### src/rtl/defines.sv
// Shared vector-unit sizing macros used across the vector pipeline.
`ifndef DEFINES_SV
`define DEFINES_SV
`define VECTOR_LANES  16
`define VECTOR_BITS   (32 * `VECTOR_LANES)
`define REG_IDX_WIDTH 7
`endif

### src/rtl/vector_gather_collector_pkg.sv
// Shared types for the gather collector: lane data width and the FSM state
// encoding, exported so surrounding logic and benches can decode the state.
`include "defines.sv"
package vector_gather_collector_pkg;
  localparam int DATA_W = 32;

  typedef enum logic [1:0] {
    GC_IDLE    = 2'd0,
    GC_COLLECT = 2'd1,
    GC_WRITE   = 2'd2
  } gc_state_t;
endpackage

### src/rtl/vector_gather_collector.sv
// vector_gather_collector: gathers per-lane load results into one vector and
// issues a single masked write on the shared register-file writeback port,
// yielding to the normal writeback stage whenever it is using the port.
// Build option: define GATHER_ERROR_CHECK_EN to enable the sticky gc_error
// flag for stray, unmasked or duplicate lane results.
`include "defines.sv"
module vector_gather_collector
  import vector_gather_collector_pkg::*;
#(
  parameter int  LANES         = `VECTOR_LANES,
  parameter int  REG_IDX_WIDTH = `REG_IDX_WIDTH,
  localparam int IDX_W         = $clog2(LANES)
) (
  input  logic                      clk,
  input  logic                      reset,
  input  logic                      gc_start,
  input  logic [REG_IDX_WIDTH-1:0]  gc_reg,
  input  logic [LANES-1:0]          gc_mask,
  input  logic                      gc_abort,
  input  logic                      lane_valid,
  input  logic [IDX_W-1:0]          lane_idx,
  input  logic [DATA_W-1:0]         lane_data,
  input  logic                      wb_port_busy,
  output logic                      gc_busy,
  output logic                      gc_done,
  output logic                      gc_error,
  output logic [REG_IDX_WIDTH-1:0]  wb_writeback_reg,
  output logic [DATA_W*LANES-1:0]   wb_writeback_value,
  output logic [LANES-1:0]          wb_writeback_mask,
  output logic                      wb_enable_vector_writeback
);

  gc_state_t                state, state_nxt;
  logic [LANES-1:0]         mask_q, received, lane_sel, lane_we;
  logic [REG_IDX_WIDTH-1:0] reg_q;
  logic [DATA_W-1:0]        slot_q [LANES];
  logic                     start_ok, zero_start, open_gather;
  logic                     zero_done_q, collect_full;

  // A start only counts from IDLE and loses to a simultaneous abort
  assign start_ok     = (state == GC_IDLE) && gc_start && !gc_abort;
  assign zero_start   = start_ok && (gc_mask == '0);
  assign open_gather  = start_ok && !zero_start;
  assign collect_full = ((received | lane_we) == mask_q);

  // Decode the incoming lane; only expected, not-yet-received lanes are captured
  always_comb begin
    lane_sel           = '0;
    lane_sel[lane_idx] = 1'b1;
    lane_we            = '0;
    if (state == GC_COLLECT && lane_valid && !gc_abort)
      lane_we = lane_sel & mask_q & ~received;
  end

  // Next-state logic; abort wins over every other transition
  always_comb begin
    state_nxt = state;
    case (state)
      GC_IDLE:    if (open_gather)   state_nxt = GC_COLLECT;
      GC_COLLECT: if (collect_full)  state_nxt = GC_WRITE;
      GC_WRITE:   if (!wb_port_busy) state_nxt = GC_IDLE;
      default:                       state_nxt = GC_IDLE;
    endcase
    if (gc_abort)
      state_nxt = GC_IDLE;
  end

  // Control state, destination latch and received-lane tracking
  always_ff @(posedge clk) begin
    if (!reset) begin
      state       <= GC_IDLE;
      reg_q       <= '0;
      mask_q      <= '0;
      received    <= '0;
      zero_done_q <= 1'b0;
    end else begin
      state       <= state_nxt;
      zero_done_q <= zero_start;
      if (open_gather) begin
        reg_q    <= gc_reg;
        mask_q   <= gc_mask;
        received <= '0;
      end else begin
        received <= received | lane_we;
      end
    end
  end

  // One register per lane slot, cleared on a new gather, written once per gather
  for (genvar g = 0; g < LANES; g++) begin : g_slot
    always_ff @(posedge clk) begin
      if (!reset)
        slot_q[g] <= '0;
      else if (open_gather)
        slot_q[g] <= '0;
      else if (lane_we[g])
        slot_q[g] <= lane_data;
    end
    assign wb_writeback_value[g*DATA_W +: DATA_W] = slot_q[g];
  end

  assign wb_writeback_reg           = reg_q;
  assign wb_writeback_mask          = mask_q;
  assign wb_enable_vector_writeback = (state == GC_WRITE) && !wb_port_busy && !gc_abort;
  assign gc_done                    = wb_enable_vector_writeback || zero_done_q;
  assign gc_busy                    = (state != GC_IDLE);

`ifdef GATHER_ERROR_CHECK_EN
  logic err_q, lane_bad;
  assign lane_bad = lane_valid &&
                    ((state != GC_COLLECT) || !mask_q[lane_idx] || received[lane_idx]);

  // Sticky protocol error, cleared only by reset
  always_ff @(posedge clk) begin
    if (!reset)
      err_q <= 1'b0;
    else if (lane_bad)
      err_q <= 1'b1;
  end
  assign gc_error = err_q;
`else
  assign gc_error = 1'b0;
`endif

endmodule

### config.mk
export PLATFORM = sky130hd
export DESIGN_NAME = vector_gather_collector
export DESIGN_NICKNAME = d
export VERILOG_FILES = /design/src/rtl/vector_gather_collector_pkg.sv /design/src/rtl/vector_gather_collector.sv
export VERILOG_INCLUDE_DIRS = /design/src /design/src/rtl
export SDC_FILE = /design/constraint.sdc
export NUM_CORES = 1
export LEC_CHECK = 0
export CAP_MARGIN = 25
export CORE_AREA = 5 5 232 234
export CTS_BUF_LIST = sky130_fd_sc_hd__clkbuf_16
export DETAILED_ROUTE_END_ITERATION = 16
export DIE_AREA = 0 0 237 239
export GPL_TIMING_DRIVEN = 0
export PLACE_DENSITY = 0.68
export SLEW_MARGIN = 20
export SYNTH_ARGS = -nofsm -noshare
export SYNTH_HDL_FRONTEND = slang
export SYNTH_SLANG_ARGS = --single-unit
### constraint.sdc
create_clock -name clk -period 5.1 [get_ports clk]
set_input_delay 0.765 -clock clk [delete_from_list [all_inputs] [get_ports clk]]
set_output_delay 0.765 -clock clk [all_outputs]
set_load 0.02 [all_outputs]
==> metrics.md <==
| Metric | Value |
|---|---|
| Result of the run | `finished, final reports clean` |
| Overall power after layout | `about 10 mW` |
| Setup TNS Final | `0 ns` |
| Global-route wire length before repair | `slightly below 100 mm` |
| Post-synthesis area per instance | `approximately 15 um^2` |
| Worst path max stage delay | `about 0.74 ns` |
| Endpoint arrival time on the critical path | `~4.5 ns` |
| Worst-case clock skew | `between 0.02 and 0.025 ns` |
| Areal power density over the cells | `about 340 nW/um^2` |
| H-tree levels | `2` |
| Maximum number of pins on one net before global-route repair | `33` |
| Count of cells along the worst register-to-register path | `8` |
| Max-cap violations | `0` |
| Category of the critical setup timing path | `in2reg` |
| Setup-violating endpoint count in the final report | `0` |
| Post-CTS setup buffers | `0` |
| Weighted congestion reported at the end of routability-driven placement | `0.885` |
| Number of warnings reported in the yosys synthesis log | `0` |
| Fillers | `slightly above 4000` |
| Endpoints failing hold | `0` |
| Final Util | `between 50% and 60%` |
| Die width | `between 200 and 250 um` |
| Slew HR | `about a third` |
| Via count | `between 10000 and 15000` |
| Relative contribution of the clock network to total power | `37.3%` |
| Area contributors post-synth | `sky130_fd_sc_hd__edfxtp_1 71%, sky130_fd_sc_hd__and2_1 15%, sky130_fd_sc_hd__dfxtp_1 3.9%` |
| Routed metal-1 wire length | `~26 mm` |
| Leakage power of the design | `about 12 nW` |
| # port buffers | `~600` |
| Detailed-router iteration count before antenna repair | `5` |
| Number of pins with negative max-slew slack in the final report | `0` |
| Net total in the final layout | `2132` |
| Top_reg_cell synth | `sky130_fd_sc_hd__edfxtp_1` |
| Post-synth design cell area | `21700 um^2` |
| Initial antenna violation count | `2` |
| Final HPWL DP | `52.3 mm` |
| Routed length per instance | `approximately 25 um` |
| Max layer used | `met4` |
| Routed Wire Length | `approximately 70 mm` |
| Register area share after synthesis | `between 70% and 80%` |
| Aggregate global-route resource usage | `about a quarter` |
| Quantity of gates resized following cts | `0` |
| Cell at the slowest stage of the critical path | `sky130_fd_sc_hd__nand2_2` |
| Proportion of netlist area held by the largest area contributor | `70.9%` |
| Fraction of final layout cells with drive strength greater than 1 | `~7.7%` |
| Clock transition at the registers of the reported paths | `~0.06 ns` |
| Path class of the lowest-slack min-delay path | `reg2reg` |
| Net Count, Synth | `1464` |
| Largest voltage drop on the vdd net | `approximately 0.33 mV` |
| Cell-by-cell listing of the critical path | `clkdlybuf4s50_1 -> nor4_1 -> nand4_1 -> nor3b_1 -> buf_6 -> nor2b_1 -> clkbuf_1 -> clkbuf_1 -> nand2_2` |
| Worst-path fanout max | `32` |
| Net switching component of the power | `around 2.5 mW` |
| Cell Int Power | `7.80 mW` |
| Number of antenna cells inserted | `0` |
| Number of placed cells counting well taps | `around 2700` |
| Vertical die dimension | `~240 um` |
| Register name with the most flops | `slot_q` |
| Total of flip-flops plus latches after synthesis | `554` |
| Flip-flop count of the largest register, all copies and words added | `just over 500` |
| Critical path launch point type | `input pin` |
| # clock sinks | `around 550` |
| Sequential fraction of design power | `between 50% and 60%` |
| Initial Utilization | `41.8%` |
| Via count of the first global-routing pass | `13600` |
| Routed met3 length | `about 6.5 mm` |
| Setup repair after global routing missed its margin | `no` |
| Crit path time final | `between 4 and 5 ns` |
| Clock root buffer master | `sky130_fd_sc_hd__clkbuf_16` |
| WP data required | `roughly 5.2 ns` |
| Source of the worst register-to-register timing path | `state[0]` |
| Measured slew at the worst slew-check pin | `between 0.9 and 1 ns` |
| Launching instance or port of the critical path | `gc_mask[2]` |
| Standard-cell rows | `84` |
| Capture instance of the worst register-to-register path | `slot_q[0][85]` |
| Highest clock frequency the design can meet | `approximately 230 MHz` |
| Number of enable-type register cells in the synthesized netlist | `approximately 510` |
| R2r setup slk | `between 1.5 and 2 ns` |
| Library cell occupying the most area in the post-synthesis netlist | `sky130_fd_sc_hd__edfxtp_1` |
| Number of buffers inserted during clock tree synthesis | `between 50 and 60` |
| Vias/cell | `4.91` |
| Synthesis-to-layout area growth | `40.9%` |
| Die ar. | `56600 um^2` |
| Clock network latency to the later pin of the worst-skew pair | `~0.60 ns` |
| Combinational power share | `~12%` |
| Residual overflow from global routing | `0` |
| Filler-free cell count of the finished design | `2800` |
| Most common cell on crit path | `sky130_fd_sc_hd__clkbuf_1` |
| CTS hold repair buffers | `0` |
| Standard cell core area | `just over 50000 um^2` |
| Crit share post-route | `86.3%` |
| Io pins | `roughly 600` |
| Async SR Flop Fraction | `0%` |
| CP Capture Type | `register` |
| Number of distinct library cells after synthesis | `47` |
| Detailed router's first-iteration violation count | `1032` |
| Metal2 WL | `34.4 mm` |
| Longest Clk Path Bufs | `3` |
| Remaining design rule violation count | `0` |
| TritonCTS clock tree | `built` |
| Remaining antenna violation count after routing | `0` |
| Cells after Synth | `approximately 1400` |
| Switching Share | `24.4%` |
| Critical path capture point | `slot_q[0][85]` |
## kinds of logic (layout without fill, tap and decap cells)
logic type                Yosys count  count (layout)  synth area share, %
and+or+nand+nor                   670             670                 19.6
DFF                               554             554                 74.8
buffers and inverters             105             818                 3.06
AOI/OAI and AO/OA                  45              45                 1.37
muxes                              22              22                 1.02
xor gates and xnor gates            2               2               0.0808
other                               1               1               0.0173
## placed cells by master (no fill, tap or decap), types with 14 or more instances in the layout
| cell type | instances |
|---|---|
| sky130_fd_sc_hd__buf_6 | 31 |
| sky130_fd_sc_hd__clkinv_1 | 14 |
| sky130_fd_sc_hd__nor2b_1 | 43 |
| sky130_fd_sc_hd__dfxtp_1 | 42 |
| sky130_fd_sc_hd__and2_1 | 513 |
| sky130_fd_sc_hd__nor2_1 | 22 |
| sky130_fd_sc_hd__clkbuf_16 | 56 |
| sky130_fd_sc_hd__nand2b_1 | 15 |
| sky130_fd_sc_hd__mux2i_1 | 22 |
| sky130_fd_sc_hd__inv_1 | 19 |
| sky130_fd_sc_hd__edfxtp_1 | 512 |
| sky130_fd_sc_hd__clkdlybuf4s50_1 | 601 |
| sky130_fd_sc_hd__clkbuf_1 | 59 |
## layout make-up
cell class | count | area, um^2 | area share [%]
flip-flops and latches | 554 | 16200 | 53.1
well taps | 688 | 861 | 2.82
repair buffers | 610 | 6230 | 20.4
clock inverters | 47 | 292 | 0.955
clock buffers | 56 | 1400 | 4.59
multi-input cells | 740 | 4870 | 15.9
inverters | 7 | 26.3 | 0.0860
plain buffers | 98 | 638 | 2.09
## worst min path at each step
stage | depth (start not counted) | to | from
after floorplan | 2 | received[15] | received[15]
after global placement | 2 | received[15] | received[15]
after detailed placement | 2 | received[4] | received[4]
after CTS | 2 | received[0] | received[0]
after global routing | 2 | received[10] | received[10]
final | 2 | received[4] | received[4]
## synthesized netlist by cell type, drive strengths merged, types with 2 or more instances
| master | instances |
|---|---|
| and2 | 513 |
| edfxtp | 512 |
| clkbuf | 59 |
| nor2b | 43 |
| dfxtp | 42 |
| buf | 39 |
| nor2 | 33 |
| mux2i | 22 |
| nand2 | 21 |
| nand2b | 16 |
| a31oi | 12 |
| a21oi | 8 |
| nand3 | 8 |
| o21ai | 8 |
| and3 | 7 |
| inv | 7 |
| nor3 | 7 |
| nor4 | 7 |
| nand4 | 4 |
| o21a | 4 |
| a31o | 3 |
| nand4b | 3 |
| a2111oi | 2 |
| a32o | 2 |
| nor4b | 2 |
| o22ai | 2 |
| or2 | 2 |
## critical path: cells and delay by family
family                 cells  cell delay [ns]
buffers and inverters      4             2.00
AND/OR/NAND/NOR            5             1.72
## stage by stage
step | hold slack (ns) | setup WS (ns) | instance area (um^2)
6_report | 0.485 | 0.698 | 30500
3_3_place_gp | 0.465 | -1.45 | 28600
2_1_floorplan | 0.442 | 0.803 | 21700
4_1_cts | 0.488 | 0.678 | 30500
5_1_grt | 0.518 | 0.455 | 30500
3_5_place_dp | 0.474 | 0.0510 | 28800
## power by group through the flow
stage	combinational [mW]	clock, mW	sequential (mW)
after floorplan	0.181	0	5.65
after global placement	1.16	0	5.38
after detailed placement	1.20	0	5.37
after CTS	1.20	3.89	5.28
after global routing	1.23	4.09	5.29
final	1.19	3.85	5.27
## metal layers
metal | vias up | GRT usage [%]
li1 | 6195 | -
met1 | 6762 | 28.5
met2 | 658 | 39.9
met3 | 121 | 7.26
met4 | 0 | 8.06
met5 | - | 0
Power figures use the tool's default switching activity.
